--- config.mk ---
export PLATFORM = sky130hd
export DESIGN_NAME = s2qed_wb_fifo
export DESIGN_NICKNAME = d
export VERILOG_FILES = /design/src/rtl/s2qed_wb_checker.sv
export SDC_FILE = /design/constraint.sdc
export NUM_CORES = 1
export LEC_CHECK = 0
export CAP_MARGIN = 20
export CORE_AREA = 2 2 170 172
export CTS_CLUSTER_SIZE = 16
export DETAILED_ROUTE_END_ITERATION = 8
export DIE_AREA = 0 0 172 174
export GPL_ROUTABILITY_DRIVEN = 1
export PLACE_DENSITY_LB_ADDON = 0.15
export SLEW_MARGIN = 20
export SYNTH_ARGS = -nofsm -noshare
export SYNTH_HDL_FRONTEND = slang
export SYNTH_SLANG_ARGS = --single-unit
--- constraint.sdc ---
create_clock -name clk -period 8.5 [get_ports clk]
set_input_delay 0.85 -clock clk [delete_from_list [all_inputs] [get_ports clk]]
set_output_delay 0.85 -clock clk [all_outputs]
set_load 0.02 [all_outputs]
--- src/rtl/s2qed_wb_checker.sv ---
// S2QED writeback checker: pairs core 0/1 register writebacks in program order and latches the
// first data/rd-map divergence, FIFO overflow or skew timeout. Optional macro: S2QED_WB_RDCHECK_EN.

module s2qed_wb_fifo #(
   parameter int DEPTH = 8,
   parameter int W     = 32
) (
   input  logic         clk,
   input  logic         rst,
   input  logic         push,
   input  logic         pop,
   input  logic [W-1:0] din,
   output logic [W-1:0] head,
   output logic         empty,
   output logic         full
);
   localparam int AW = $clog2(DEPTH);

   logic [W-1:0] mem [DEPTH];
   logic [AW:0]  wp, rp;

   always_ff @(posedge clk) begin
      if (rst) begin
         wp <= '0;
         rp <= '0;
      end else begin
         if (push) wp <= wp + 1'b1;
         if (pop)  rp <= rp + 1'b1;
      end
   end

   // A push into a full FIFO is only issued alongside a pop, so overwriting the head slot is safe.
   always_ff @(posedge clk)
      if (push && !rst) mem[wp[AW-1:0]] <= din;

   assign head  = mem[rp[AW-1:0]];
   assign empty = (wp == rp);
   assign full  = (wp[AW] != rp[AW]) && (wp[AW-1:0] == rp[AW-1:0]);
endmodule


# --- After elaboration in Yosys (flattened, before gate mapping) ---
# Memory sizes are Yosys's and may differ from the RTL's. A register that Yosys moved wholly into a read port is not among the register bits.
# Index checks and enable logic that the tools add are counted.
totals:
  romBits: 0
  mem_count: 1
  regBits: 8
  ram_bits: 256
  latch_bits: 0
  input_bits: 36
  out_inout_bits: 34
mem_list:
  columns: ["memory", "depth", "word_bits", "read_ports", "rd_clocked_by_memory_dff", "write_ports", "line_no", "rtl"]
  rows:
  - ["mem", 8, 32, 1, 1, 1, "19", "logic [W-1:0] mem [DEPTH];"]
classes:
  shift: 0
  n_eq_ne: 3
  div_mod_pow: 0
  multipliers: 0
  magnitude_cmp: 0
  n_mux: 4
  n_bitwise: 0
  n_reduce_logical: 3
  add_sub_neg: 2
op_table:
  columns: ["op", "count"]
  rows:
  - ["adder 4 x 1 -> 4 bit (second input constant)", 2]
  - ["two-way mux 3 bit", 2]
  - ["== test 4 bit", 1]
  - ["== test 3 bit", 1]
  - ["logical AND 1 bit", 2]
  - ["two-way mux 1 bit", 2]
  - ["zero test 1 bit", 1]
  - ["!= test 1 bit", 1]

# --- Longest topological paths before layout ---
logic_depth:
  depth_word: 4
  ltp_mapped: 4

# --- Worst setup path before layout ---
# Ideal clock, no wire load.
synth_timing:
  kind: "input-to-reg"
  from: "input push"
  to: "memory mem[0][0], enable pin"
  n_path_buf: 1
  cell_stages: 3
  setup_time_ns: 0.501
  t_arrival_ns: 4.281
  t_required_ns: 7.999
  path_slack_ns: 3.718
  path_cell_list: "clkbuf_1 > nand2b_1 > nor4_1"
synth_between:
  elab_chain_len: 3
synth_lines:
  columns: ["element", "line_no", "rtl"]
  rows:
  - ["start: declaration", "10", "input logic push,"]
  - ["logical AND 1 bit", "34", "if (push && !rst) mem[wp[AW-1:0]] <= din;"]
  - ["two-way mux 1 bit", "34", null]
  - ["two-way mux 1 bit (not written as such)", "34", null]
  - ["end: declaration", "19", null]
# No other way between the ends.

==> out/summary.md <==
The flow ran to the end, and the final reports show no timing, DRC or antenna violations. The tree is rooted in a sky130_fd_sc_hd__clkbuf_16. The run gives 1 as the number of H-tree levels. The congestion estimate from routability-driven global placement came to 0.6589.

Dominant delay contributor by cell family on the critical path: buffers and inverters. Leaving out fill and tap cells, the most frequent cells in the layout are sky130_fd_sc_hd__edfxtp_1, sky130_fd_sc_hd__clkdlybuf4s50_1, sky130_fd_sc_hd__mux4_1, sky130_fd_sc_hd__mux2_2, sky130_fd_sc_hd__clkbuf_16. The time the worst path needs with I/O delays and setup works out to 4.262 ns. Clock-pin slew was measured on the worst setup and hold paths at 0.06 ns.

The tools report the initial cell density of the core as 0.3638. The fraction of layout cells with a size suffix above 1 was 0.2220; the maximum clock rate was 234.6 MHz. The total global routing overflow is 0, and the transition at the pin with the smallest max-transition slack is 0.9436 ns.

For the data arrival time of the critical path, the log shows 3.41 ns. The sort of element at the start of the critical path is a flop. Timing analysis after detailed placement gives a worst setup slack of 4.697 ns. For the fill cell instance count of the final layout, the log shows 2440. The logs give 0 for the total count of max-transition violations in the final report and 62 for the number of rows created at floorplan. The number of iterations in the first detailed-routing pass is 4, and the clock insertion delay at the later pin of the skew report is 0.53 ns.

When the netlist entered floorplanning its net count stood at 466. In the routed layout, each cell is associated on average with a via count of 4.970. The number of setup buffers added after CTS is 0.

The run gives 65 as the pin count of the biggest net entering global routing. The number of primary I/O pins is 70, and the worst clock skew is 0.01114 ns. Total of hold buffers inserted after clock tree synthesis: 0. Setup repair after global routing left no endpoint under its margin. Across all setup checks in the final design, the least slack found is 4.238 ns. Ranked by total cell area, the synthesized netlist is headed by sky130_fd_sc_hd__edfxtp_1, sky130_fd_sc_hd__mux4_1, sky130_fd_sc_hd__mux4_2. Final critical-path share of the clock period: 0.5014.

The tools report the sort of element at the end of the critical path as an output pin. The share of Yosys cell area claimed by the top area cell type is 0.7484. The logs give 0.7698 for the share of synthesized area occupied by flip-flops and latches and 0.002270 mm2 for the footprint of the multi-input gates. The vertical die dimension was 174 um; the total via count after detailed routing was 4572.

For this block, the routed nets add up to 19.98 mm of wire. The DRC violation count after routing was 0. The clock passes through at most 3 buffers. The run gives 0.3709 as the worst slew slack as a fraction of its limit. The critical path is of the flop to output pin type.

The total leakage power came out at 3.875 nW. The total routing usage reported by global routing is 0.1380, and the cell count after synthesis is 428. For this run, the slowest stage of the critical path takes 0.74 ns. The total number of yosys warnings is 0, and the flop and latch count out of synthesis is 267.

For the final routed database, the setup TNS stands at 0 ns. In this run the mean area of a mapped cell was 24.00 um2. The via count of the first global-routing pass was 5021; the number of input and output port buffers inserted was 69.

The tools report the clock net sink count as 267. Leading area contributor after synthesis: sky130_fd_sc_hd__edfxtp_1. The tools report the combined flip-flop and latch cell area as 0.007914 mm2.

The class of the worst hold path is flop to flop. Power spread over the standard cell area amounts to 236.4 mW/mm2. Traced cell by cell, the critical path runs through buf_4 > mux4_1 > mux2_2 > clkdlybuf4s50_1. The area added between synthesis and finish was 20.34%; the global-route wire length before repair was 30.58 mm. Data on the critical path is required at its endpoint by 7.65 ns. Buffers inserted during clock tree synthesis total 28. TritonCTS built the clock tree. Standard cell core area: 0.02824 mm2. Most common cell after layout, fill and taps aside: sky130_fd_sc_hd__edfxtp_1.

Dividing the detail-routed wire length by the instance count gives 21.72 um. In this run the cell area of the synthesized design comes to 0.01027 mm2. The tools report the largest voltage drop on the vdd net as 100.3 uV.

The first routing iteration left 270 violations. The floorplan step set the die width to 172 um. The critical path buffer and inverter count was 2; the critical-path maximum fanout was 44. The total die area was 0.02993 mm2. The repair_antennas step left the layout with diodes totalling 0. Number of library cell types mapped by synthesis: 22.

The number of antenna violations at the first check in global routing is 1. Max-cap violations in this run came to 0. For this run, the post-layout net count is 554. Setup violations remaining at the end of the flow were counted as 0. Antenna violation net count after detailed routing: 0. The slowest stage of the critical path is the sky130_fd_sc_hd__buf_4 cell. The sum of net half-perimeters after detailed placement was 10.19 mm; the number of hold-slack violations in the final timing report was 0. Gates resized during post-CTS repair numbered 0.
-- Yosys cell counts (all sizes together) --
| library cell | instances |
|---|---|
| nor2 | 12 |
| nand2b | 2 |
| nor3 | 4 |
| ha | 2 |
| xor2 | 4 |
| nand4 | 2 |
| nand3b | 1 |
| edfxtp | 256 |
| dfxtp | 11 |
| mux2 | 32 |
| xnor2 | 6 |
| buf | 16 |
| clkbuf | 6 |
| nand2 | 3 |
| mux2i | 2 |
| nor4 | 2 |
| mux4 | 64 |
| nand3 | 2 |
| nor2b | 1 |
-- metal layers --
metal | routed length (um) | GRT usage | share of wire | vias up
met2 | 10380 | 0.2401 | 0.52 | 107
met3 | 987 | 0.02345 | 0.049 | 33
met4 | 425 | 0.03641 | 0.021 | 2
met5 | 12 | 0 | 0.00060 | -
met1 | 8172 | 0.1791 | 0.41 | 2415
li1 | - | - | - | 2015
-- cell families (layout without fill, tap and decap cells) --
group	Yosys count	in the layout	synth area share
xor+xnor	10	10	0.008526
fa+ha+maj	2	2	0.002436
buf+inv	22	130	0.01389
flops	267	267	0.7698
mux	98	98	0.1920
simple gates	29	29	0.01340
-- sequential cells by signal, indices dropped and copies added (netlist names), named ones only --
signal	flops
rp	4
mem	256
wp	4
-- final timing paths --
path,slack [ns],end,from,depth (start not counted)
hold reg to reg,0.55,wp[3]$_SDFFE_PP0P_,wp[3]$_SDFFE_PP0P_,2
hold / removal,0.55,wp[3]$_SDFFE_PP0P_,wp[3]$_SDFFE_PP0P_,2
setup / recovery,4.24,head[21],flop,4
setup reg to reg,6.53,mem[6][18]$_DFFE_PP_,wp[2]$_SDFFE_PP0P_,3
-- power breakdown --
group / total, mW / switching, mW / internal [mW] / leakage [nW]
Sequential: 1.48 / 0.0125 / 1.46 / 2.40
Combinational: 0.231 / 0.112 / 0.119 / 1.02
Clock: 1.21 / 0.475 / 0.740 / 0.450
Total: 2.92 / 0.600 / 2.32 / 3.88
-- layout make-up --
class,count,area share
clock inverter,16,0.01457
multi-input combinational,139,0.1836
sequential,267,0.6402
timing repair buffer,80,0.06255
tap,384,0.03887
clock buffer,34,0.06022
-- through the flow --
| stage | power, mW | hold slack, ns | util | cells | instance area, um2 |
|---|---|---|---|---|---|
| floorplan | 1.639 | 0.4993 | - | 428 | 10270 |
| global placement | 1.737 | 0.5164 | 0.4050 | 870 | 11440 |
| detailed placement | 1.740 | 0.5350 | 0.4050 | 870 | 11440 |
| CTS | 2.962 | 0.5509 | 0.4378 | 920 | 12360 |
| global route | 3.022 | 0.5820 | 0.4378 | 920 | 12360 |
| finish | 2.922 | 0.5454 | 0.4378 | 920 | 12360 |
-- worst min-delay path: cells and delay by family (launching register included) --
| family | cells | cell delay [ns] |
|---|---|---|
| flops | 1 | 0.35 |
| simple gates | 1 | 0.08 |
| xor+xnor | 1 | 0.07 |
(Power assumes the default switching activity.)
